`src/rtl/imem_loader_pkg.sv`:
```
// Shared definitions for the instruction-memory boot loader.
// Latency: n/a (types and constants only).
// Backpressure: n/a.
package imem_loader_pkg;

    typedef enum logic [2:0] {
        S_IDLE   = 3'd0,
        S_CNT_HI = 3'd1,
        S_CNT_LO = 3'd2,
        S_WORD   = 3'd3,
        S_WRITE  = 3'd4,
        S_CHECK  = 3'd5,
        S_DONE   = 3'd6,
        S_ERROR  = 3'd7
    } state_t;

    // Bytes per instruction word, and the width of the lane counter
    localparam int LANES   = 4;
    localparam int LANE_W  = $clog2(LANES);
    localparam int WORD_W  = LANES * 8;

    // Frame checksum is a byte-wide running XOR
    localparam int CSUM_W  = 8;

endpackage

```
`src/rtl/imem_loader_byte_packer.sv`:
```
// Shifts stream bytes MSB-first into one instruction word; owns the lane counter.
// Latency: word register updates on the edge of each accepted byte; word_full is combinational with the 4th shift.
// Backpressure: none of its own; the top only asserts shift_i on an accepted byte.
module byte_packer
    import imem_loader_pkg::*;
(
    input  logic              clk,
    input  logic              reset,
    input  logic              clear_i,
    input  logic              shift_i,
    input  logic [7:0]        byte_i,
    output logic [WORD_W-1:0] word_o,
    output logic              word_full_o
);

    logic [WORD_W-1:0] word_q, word_d;
    logic [LANE_W-1:0] lane_q, lane_d;

    // Next word/lane: a clear abandons any partial word, a shift appends one byte at the bottom
    always_comb begin
        word_d = word_q;
        lane_d = lane_q;
        if (clear_i) begin
            word_d = '0;
            lane_d = '0;
        end else if (shift_i) begin
            word_d = {word_q[WORD_W-9:0], byte_i};
            lane_d = lane_q + 1'b1;
        end
    end

    // Word and lane registers
    always_ff @(posedge clk) begin
        if (reset) begin
            word_q <= '0;
            lane_q <= '0;
        end else begin
            word_q <= word_d;
            lane_q <= lane_d;
        end
    end

    assign word_o      = word_q;
    assign word_full_o = shift_i && (lane_q == LANE_W'(LANES - 1));

endmodule

```
`src/rtl/imem_loader.sv`:
```
// Boot loader: framed byte stream -> 32-bit instruction-memory writes, holds CPU in reset until a good load.
// Latency: write strobe one cycle after a word's 4th byte; done/error one cycle after the checksum byte.
// Backpressure: in_ready low outside CNT_HI/CNT_LO/WORD/CHECK, so every word costs at least 5 cycles.
module imem_loader
    import imem_loader_pkg::*;
#(
    parameter int DEPTH = 256,
    parameter int AW    = 8
) (
    input  logic          clk,
    input  logic          reset,
    input  logic          load_start,
    input  logic          in_valid,
    input  logic [7:0]    in_data,
    output logic          in_ready,
    output logic          im_we,
    output logic [AW-1:0] im_addr,
    output logic [31:0]   im_din,
    output logic          cpu_reset,
    output logic          busy,
    output logic          done,
    output logic          error
);

    localparam logic [16:0] DEPTH_W = 17'(DEPTH);

    state_t              state_q, state_d;
    logic [15:0]         count_q, count_d;   // word count N from the frame header
    logic [15:0]         wcnt_q, wcnt_d;     // words written so far; 16 bits so N == DEPTH terminates
    logic [CSUM_W-1:0]   xor_q, xor_d;       // running XOR of all frame bytes before the checksum

    logic                xfer;
    logic                start_acc;
    logic                word_full;
    logic [15:0]         n_new;
    logic [WORD_W-1:0]   packed_word;

    assign xfer      = in_valid && in_ready;
    assign start_acc = load_start &&
                       (state_q == S_IDLE || state_q == S_DONE || state_q == S_ERROR);
    assign n_new     = {count_q[15:8], in_data};

    byte_packer u_packer (
        .clk         (clk),
        .reset       (reset),
        .clear_i     (start_acc),
        .shift_i     (xfer && (state_q == S_WORD)),
        .byte_i      (in_data),
        .word_o      (packed_word),
        .word_full_o (word_full)
    );

    // Next-state, count capture, word counter and checksum accumulation
    always_comb begin
        state_d = state_q;
        count_d = count_q;
        wcnt_d  = wcnt_q;
        xor_d   = xor_q;
        unique case (state_q)
            S_IDLE, S_DONE, S_ERROR: begin
                if (start_acc) begin
                    state_d = S_CNT_HI;
                    wcnt_d  = '0;
                    xor_d   = '0;
                end
            end
            S_CNT_HI: begin
                if (xfer) begin
                    count_d[15:8] = in_data;
                    xor_d         = xor_q ^ in_data;
                    state_d       = S_CNT_LO;
                end
            end
            S_CNT_LO: begin
                if (xfer) begin
                    count_d[7:0] = in_data;
                    xor_d        = xor_q ^ in_data;
                    if ({1'b0, n_new} > DEPTH_W) begin
                        state_d = S_ERROR;
                    end else if (n_new == 16'd0) begin
                        state_d = S_CHECK;
                    end else begin
                        state_d = S_WORD;
                    end
                end
            end
            S_WORD: begin
                if (xfer) begin
                    xor_d = xor_q ^ in_data;
                    if (word_full) begin
                        state_d = S_WRITE;
                    end
                end
            end
            S_WRITE: begin
                wcnt_d  = wcnt_q + 16'd1;
                state_d = (wcnt_d == count_q) ? S_CHECK : S_WORD;
            end
            S_CHECK: begin
                if (xfer) begin
                    state_d = (in_data == xor_q) ? S_DONE : S_ERROR;
                end
            end
            default: state_d = S_IDLE;
        endcase
    end

    // State and datapath registers; reset abandons any frame in flight
    always_ff @(posedge clk) begin
        if (reset) begin
            state_q <= S_IDLE;
            count_q <= '0;
            wcnt_q  <= '0;
            xor_q   <= '0;
        end else begin
            state_q <= state_d;
            count_q <= count_d;
            wcnt_q  <= wcnt_d;
            xor_q   <= xor_d;
        end
    end

    // All status outputs decode directly from the state register
    assign in_ready  = (state_q == S_CNT_HI) || (state_q == S_CNT_LO) ||
                       (state_q == S_WORD)   || (state_q == S_CHECK);
    assign busy      = (state_q == S_CNT_HI) || (state_q == S_CNT_LO) ||
                       (state_q == S_WORD)   || (state_q == S_WRITE)  ||
                       (state_q == S_CHECK);
    assign im_we     = (state_q == S_WRITE);
    assign im_addr   = wcnt_q[AW-1:0];
    assign im_din    = packed_word;
    assign done      = (state_q == S_DONE);
    assign error     = (state_q == S_ERROR);
    assign cpu_reset = (state_q != S_DONE);

endmodule

```
`config.mk`:
```
export PLATFORM = sky130hd
export DESIGN_NAME = imem_loader
export DESIGN_NICKNAME = d
export VERILOG_FILES = /design/src/rtl/imem_loader_pkg.sv /design/src/rtl/imem_loader_byte_packer.sv /design/src/rtl/imem_loader.sv
export SDC_FILE = /design/constraint.sdc
export NUM_CORES = 1
export LEC_CHECK = 0
export BUFFER_PORTS_ARGS = -buffer_cell sky130_fd_sc_hd__buf_2
export CAP_MARGIN = 20
export CELL_PAD_IN_SITES_DETAIL_PLACEMENT = 0
export CELL_PAD_IN_SITES_GLOBAL_PLACEMENT = 1
export CORE_MARGIN = 1
export CORE_UTILIZATION = 40
export CTS_BUF_LIST = sky130_fd_sc_hd__clkbuf_16
export CTS_CLUSTER_DIAMETER = 80
export DETAILED_ROUTE_END_ITERATION = 7
export PLACE_DENSITY_LB_ADDON = 0.25
export SLEW_MARGIN = 0
export SYNTH_ARGS = -nofsm -noshare
export SYNTH_HDL_FRONTEND = slang
export SYNTH_HIERARCHICAL = 1
export SYNTH_SLANG_ARGS = --single-unit
```
`constraint.sdc`:
```
create_clock -name clk -period 3.1 [get_ports clk]
set_input_delay 0.155 -clock clk [delete_from_list [all_inputs] [get_ports clk]]
set_output_delay 0.155 -clock clk [all_outputs]
set_load 0.01 [all_outputs]
```
==> tab_implementation.tex <==
\begin{tabular}{lr}
\hline
Metric & Value \\
\hline
\multicolumn{2}{l}{\textbf{Yosys}} \\
Syn\_area\_per\_cell & 8.492 µm² \\
Register area share after synthesis & 0.3712 \\
Unique cell type count in the Yosys netlist & 64 \\
Dominant synthesized flop cell & dfxtp\_1 \\
Netlist area before placement & 4153 µm² \\
Async set-reset flop share out of synthesis & 0 \\
\#FFs+latches synth & 77 \\
Synthesized instance count & 489 \\
Synthesis Warnings & 6 \\
Synthesized netlist net count & 504 \\
Post-synth EDFFs & 0 \\
\multicolumn{2}{l}{\textbf{Finish}} \\
Leading cell type in the layout, fill and taps excluded & nor2\_1 \\
Number of nets in the final layout & 539 \\
Antenna Cells & 0 \\
Combined area of the multi-input logic cells & 2303 µm² \\
Number of inserted filler cells in the final layout & 1008 \\
Relative area change from synthesis to final layout & 13.59\% \\
Area of all sequential standard cells & 1541 µm² \\
Design Area, Final & 4717 µm² \\
Share of layout cells above drive strength 1 & 0.1834 \\
Most used cells in the layout excluding fill and tap cells & nor2\_1 (84), dfxtp\_1 (77), buf\_2 (57) \\
\multicolumn{2}{l}{\textbf{Clocking}} \\
Clock-pin slew of the registers on the worst-case setup and hold paths & 0.06 ns \\
Clock tree from TritonCTS & done \\
Clk root buf & clkbuf\_16 \\
Num CTS Buffers & 9 \\
Count of hold buffers inserted by post-cts repair & 0 \\
Number of buffers inserted by post-CTS setup repair & 0 \\
H-tree depth reported by CTS & 3 \\
CTS-repair resized insts & 0 \\
Maximum root-to-sink buffer count & 2 \\
\# clock sinks & 77 \\
Clk Latency, worst-skew pair & 0.33 ns \\
\multicolumn{2}{l}{\textbf{Pwr}} \\
Leakage power & 1.814 nW \\
Internal power & 1.969 mW \\
Switching share of total power & 0.3359 \\
Overall power & 2.966 mW \\
Proportion of power drawn by combinational gates & 0.254 \\
Share of power burned in the clock network & 0.359 \\
Cell Pwr Density & 628.7 nW/µm² \\
Maximum ir drop on the vdd rail & 0.0002844 V \\
Portion of total power attributed to sequential cells & 0.386 \\
Total net switching power & 0.9962 mW \\
\multicolumn{2}{l}{\textbf{Critical path}} \\
Setup CP Type & flop to flop \\
End of the worst register-to-register path & state\_q[0] \\
CP Max Fanout & 19 \\
R2R Path Start & state\_q[1] \\
Worst reg-to-reg path cell count & 8 \\
Arrival time reported for the critical path endpoint & 2.69 ns \\
Endpoint type of the worst setup path & flop \\
Critical Path Start Type & flop \\
Data required time at the worst endpoint & 3.32 ns \\
Register-to-register setup slack & 0.63 ns \\
\multicolumn{2}{l}{\textbf{Timing}} \\
Max\_slew headroom & 0.5609 \\
Worst-case clock skew & 0.007310 ns \\
Hold violation total from the final report & 0 \\
Setup violations, final & 0 \\
Worst Tran Pin Value & 0.6558 ns \\
Final clock period utilization by the worst path & 0.7980 \\
Summed negative setup slack over all endpoints & 0 ns \\
Setup repair after global routing missed its margin & false \\
Post-layout min period & 2.474 ns \\
Highest Clock Rate & 404.2 MHz \\
Number of pins exceeding their max-slew limit in the final report & 0 \\
\multicolumn{2}{l}{\textbf{Route}} \\
Routed Antenna Nets & 0 \\
DRC marker count from the first detailed-route iteration & 143 \\
Drt pass-1 iters & 4 \\
DRC & 0 \\
Routed length per instance & 15.33 µm \\
Routed wire length & 10150 µm \\
Routed vias & 3552 \\
Detail-routed via count per cell & 5.366 \\
\multicolumn{2}{l}{\textbf{Placement}} \\
DPL Wire Length & 6948 µm \\
Standard cell area after detailed placement & 4390 µm² \\
Final weighted congestion of routability-driven global placement & 0.8205 \\
\# port buffers & 57 \\
\multicolumn{2}{l}{\textbf{Floorplan}} \\
Number of top-level pins & 58 \\
Overall die area & 10790 µm² \\
Total core area & 9910 µm² \\
Chip Width & 103.9 µm \\
Floorplan row count & 36 \\
Initial core utilization & 0.4191 \\
Die Y & 103.9 µm \\
\multicolumn{2}{l}{\textbf{Worst hold path}} \\
Worst Hold Launch & in\_data[7] \\
Worst hold-check path type & input pin to flop \\
Hold worst-path end & count\_q[7] \\
Hold Path Depth & 3 \\
\multicolumn{2}{l}{\textbf{Status}} \\
Outcome & completed \\
\multicolumn{2}{l}{\textbf{Global routing}} \\
Vias in the first global route & 3209 \\
Sum of overflow across all layers after global routing & 0 \\
First-pass GRT wire length & 16620 µm \\
Initial antenna violation count & 0 \\
Maximum number of pins on one net before global-route repair & 46 \\
Total Routing Usage GR & 0.1902 \\
\multicolumn{2}{l}{\textbf{Flow run}} \\
Maxcap violations & 0 \\
\hline
\end{tabular}
## worst max path at each step
stage,from,end,slack [ns],cells past startpoint
2_1_floorplan,state_q[1],state_q[0],0.60,12
3_3_place_gp,wcnt_q[0],state_q[1],0.75,7
3_5_place_dp,state_q[1],state_q[0],0.64,8
4_1_cts,state_q[1],state_q[0],0.63,8
5_1_grt,state_q[1],state_q[0],0.38,8
6_report,state_q[1],state_q[0],0.63,8
## logic make-up (layout without fill, tap and decap cells)
logic type | after synthesis | in the layout | share of synthesized area
xor gates and xnor gates | 24 | 24 | 0.05062
adders and majority gates | 3 | 3 | 0.009040
buffers and inverters | 54 | 94 | 0.07592
and+or+nand+nor | 193 | 193 | 0.2456
DFF | 77 | 77 | 0.3712
AOI/OAI and AO/OA | 90 | 90 | 0.1320
muxes | 48 | 48 | 0.1157
## per-layer routing
metal,share of wire,global-route usage
met1,0.50,0.2616
met2,0.45,0.3005
met3,0.044,0.03885
met4,0.015,0.05408
met5,0,0
## stage by stage
stage / setup WS [ns] / cells / util / hold slack, ns
2_1_floorplan: 0.6010 / 489 / - / 0.2936
4_1_cts: 0.6328 / 661 / 0.4732 / 0.1598
3_5_place_dp: 0.6392 / 645 / 0.4431 / 0.4822
3_3_place_gp: 0.7524 / 645 / 0.4431 / 0.4694
5_1_grt: 0.3827 / 662 / 0.4760 / 0.2029
6_report: 0.6262 / 662 / 0.4760 / 0.1687
## cells in the mapped netlist, drive strengths merged, types with 9 or more instances
cell type | count | share of area
nor4 | 9 | 0.019
clkbuf | 11 | 0.010
nor2 | 88 | 0.081
nor2b | 11 | 0.017
o21ai | 28 | 0.034
buf | 28 | 0.052
inv | 15 | 0.014
mux2i | 48 | 0.12
xnor2 | 16 | 0.034
dfxtp | 77 | 0.37
nand2 | 23 | 0.021
a21oi | 30 | 0.036
## power groups by stage
stage	clock network (mW)	registers, mW	logic, mW
global placement	0	1.17	0.732
finish	1.07	1.15	0.754
CTS	1.09	1.15	0.736
global route	1.13	1.16	0.840
floorplan	0	1.11	0.635
detailed placement	0	1.17	0.733
## sequential cells by signal, indices dropped and copies added, names as in the netlist
signal	cells
count_q	16
wcnt_q	16
state_q	3
xor_q	8
u_packer/word_o	32
u_packer/lane_q	2
## area by class of cell
type,instances,area share
multi-input cells,358,0.4883
flip-flops and latches,77,0.3268
repair buffers,63,0.07427
clock buffers,9,0.04775
well taps,133,0.03528
clock inverters,7,0.01565
inverters,15,0.01194
## worst max-delay path: stages (launching register included)
cell and delay [ns]:
dfxtp_1 0.70, nand2_1 0.18, nor2_4 0.14, and2_1 0.13
nor3b_1 0.05, o21a_1 0.20, a211oi_1 0.45, inv_1 0.15
o41ai_1 0.37
(Power assumes the default switching activity.)
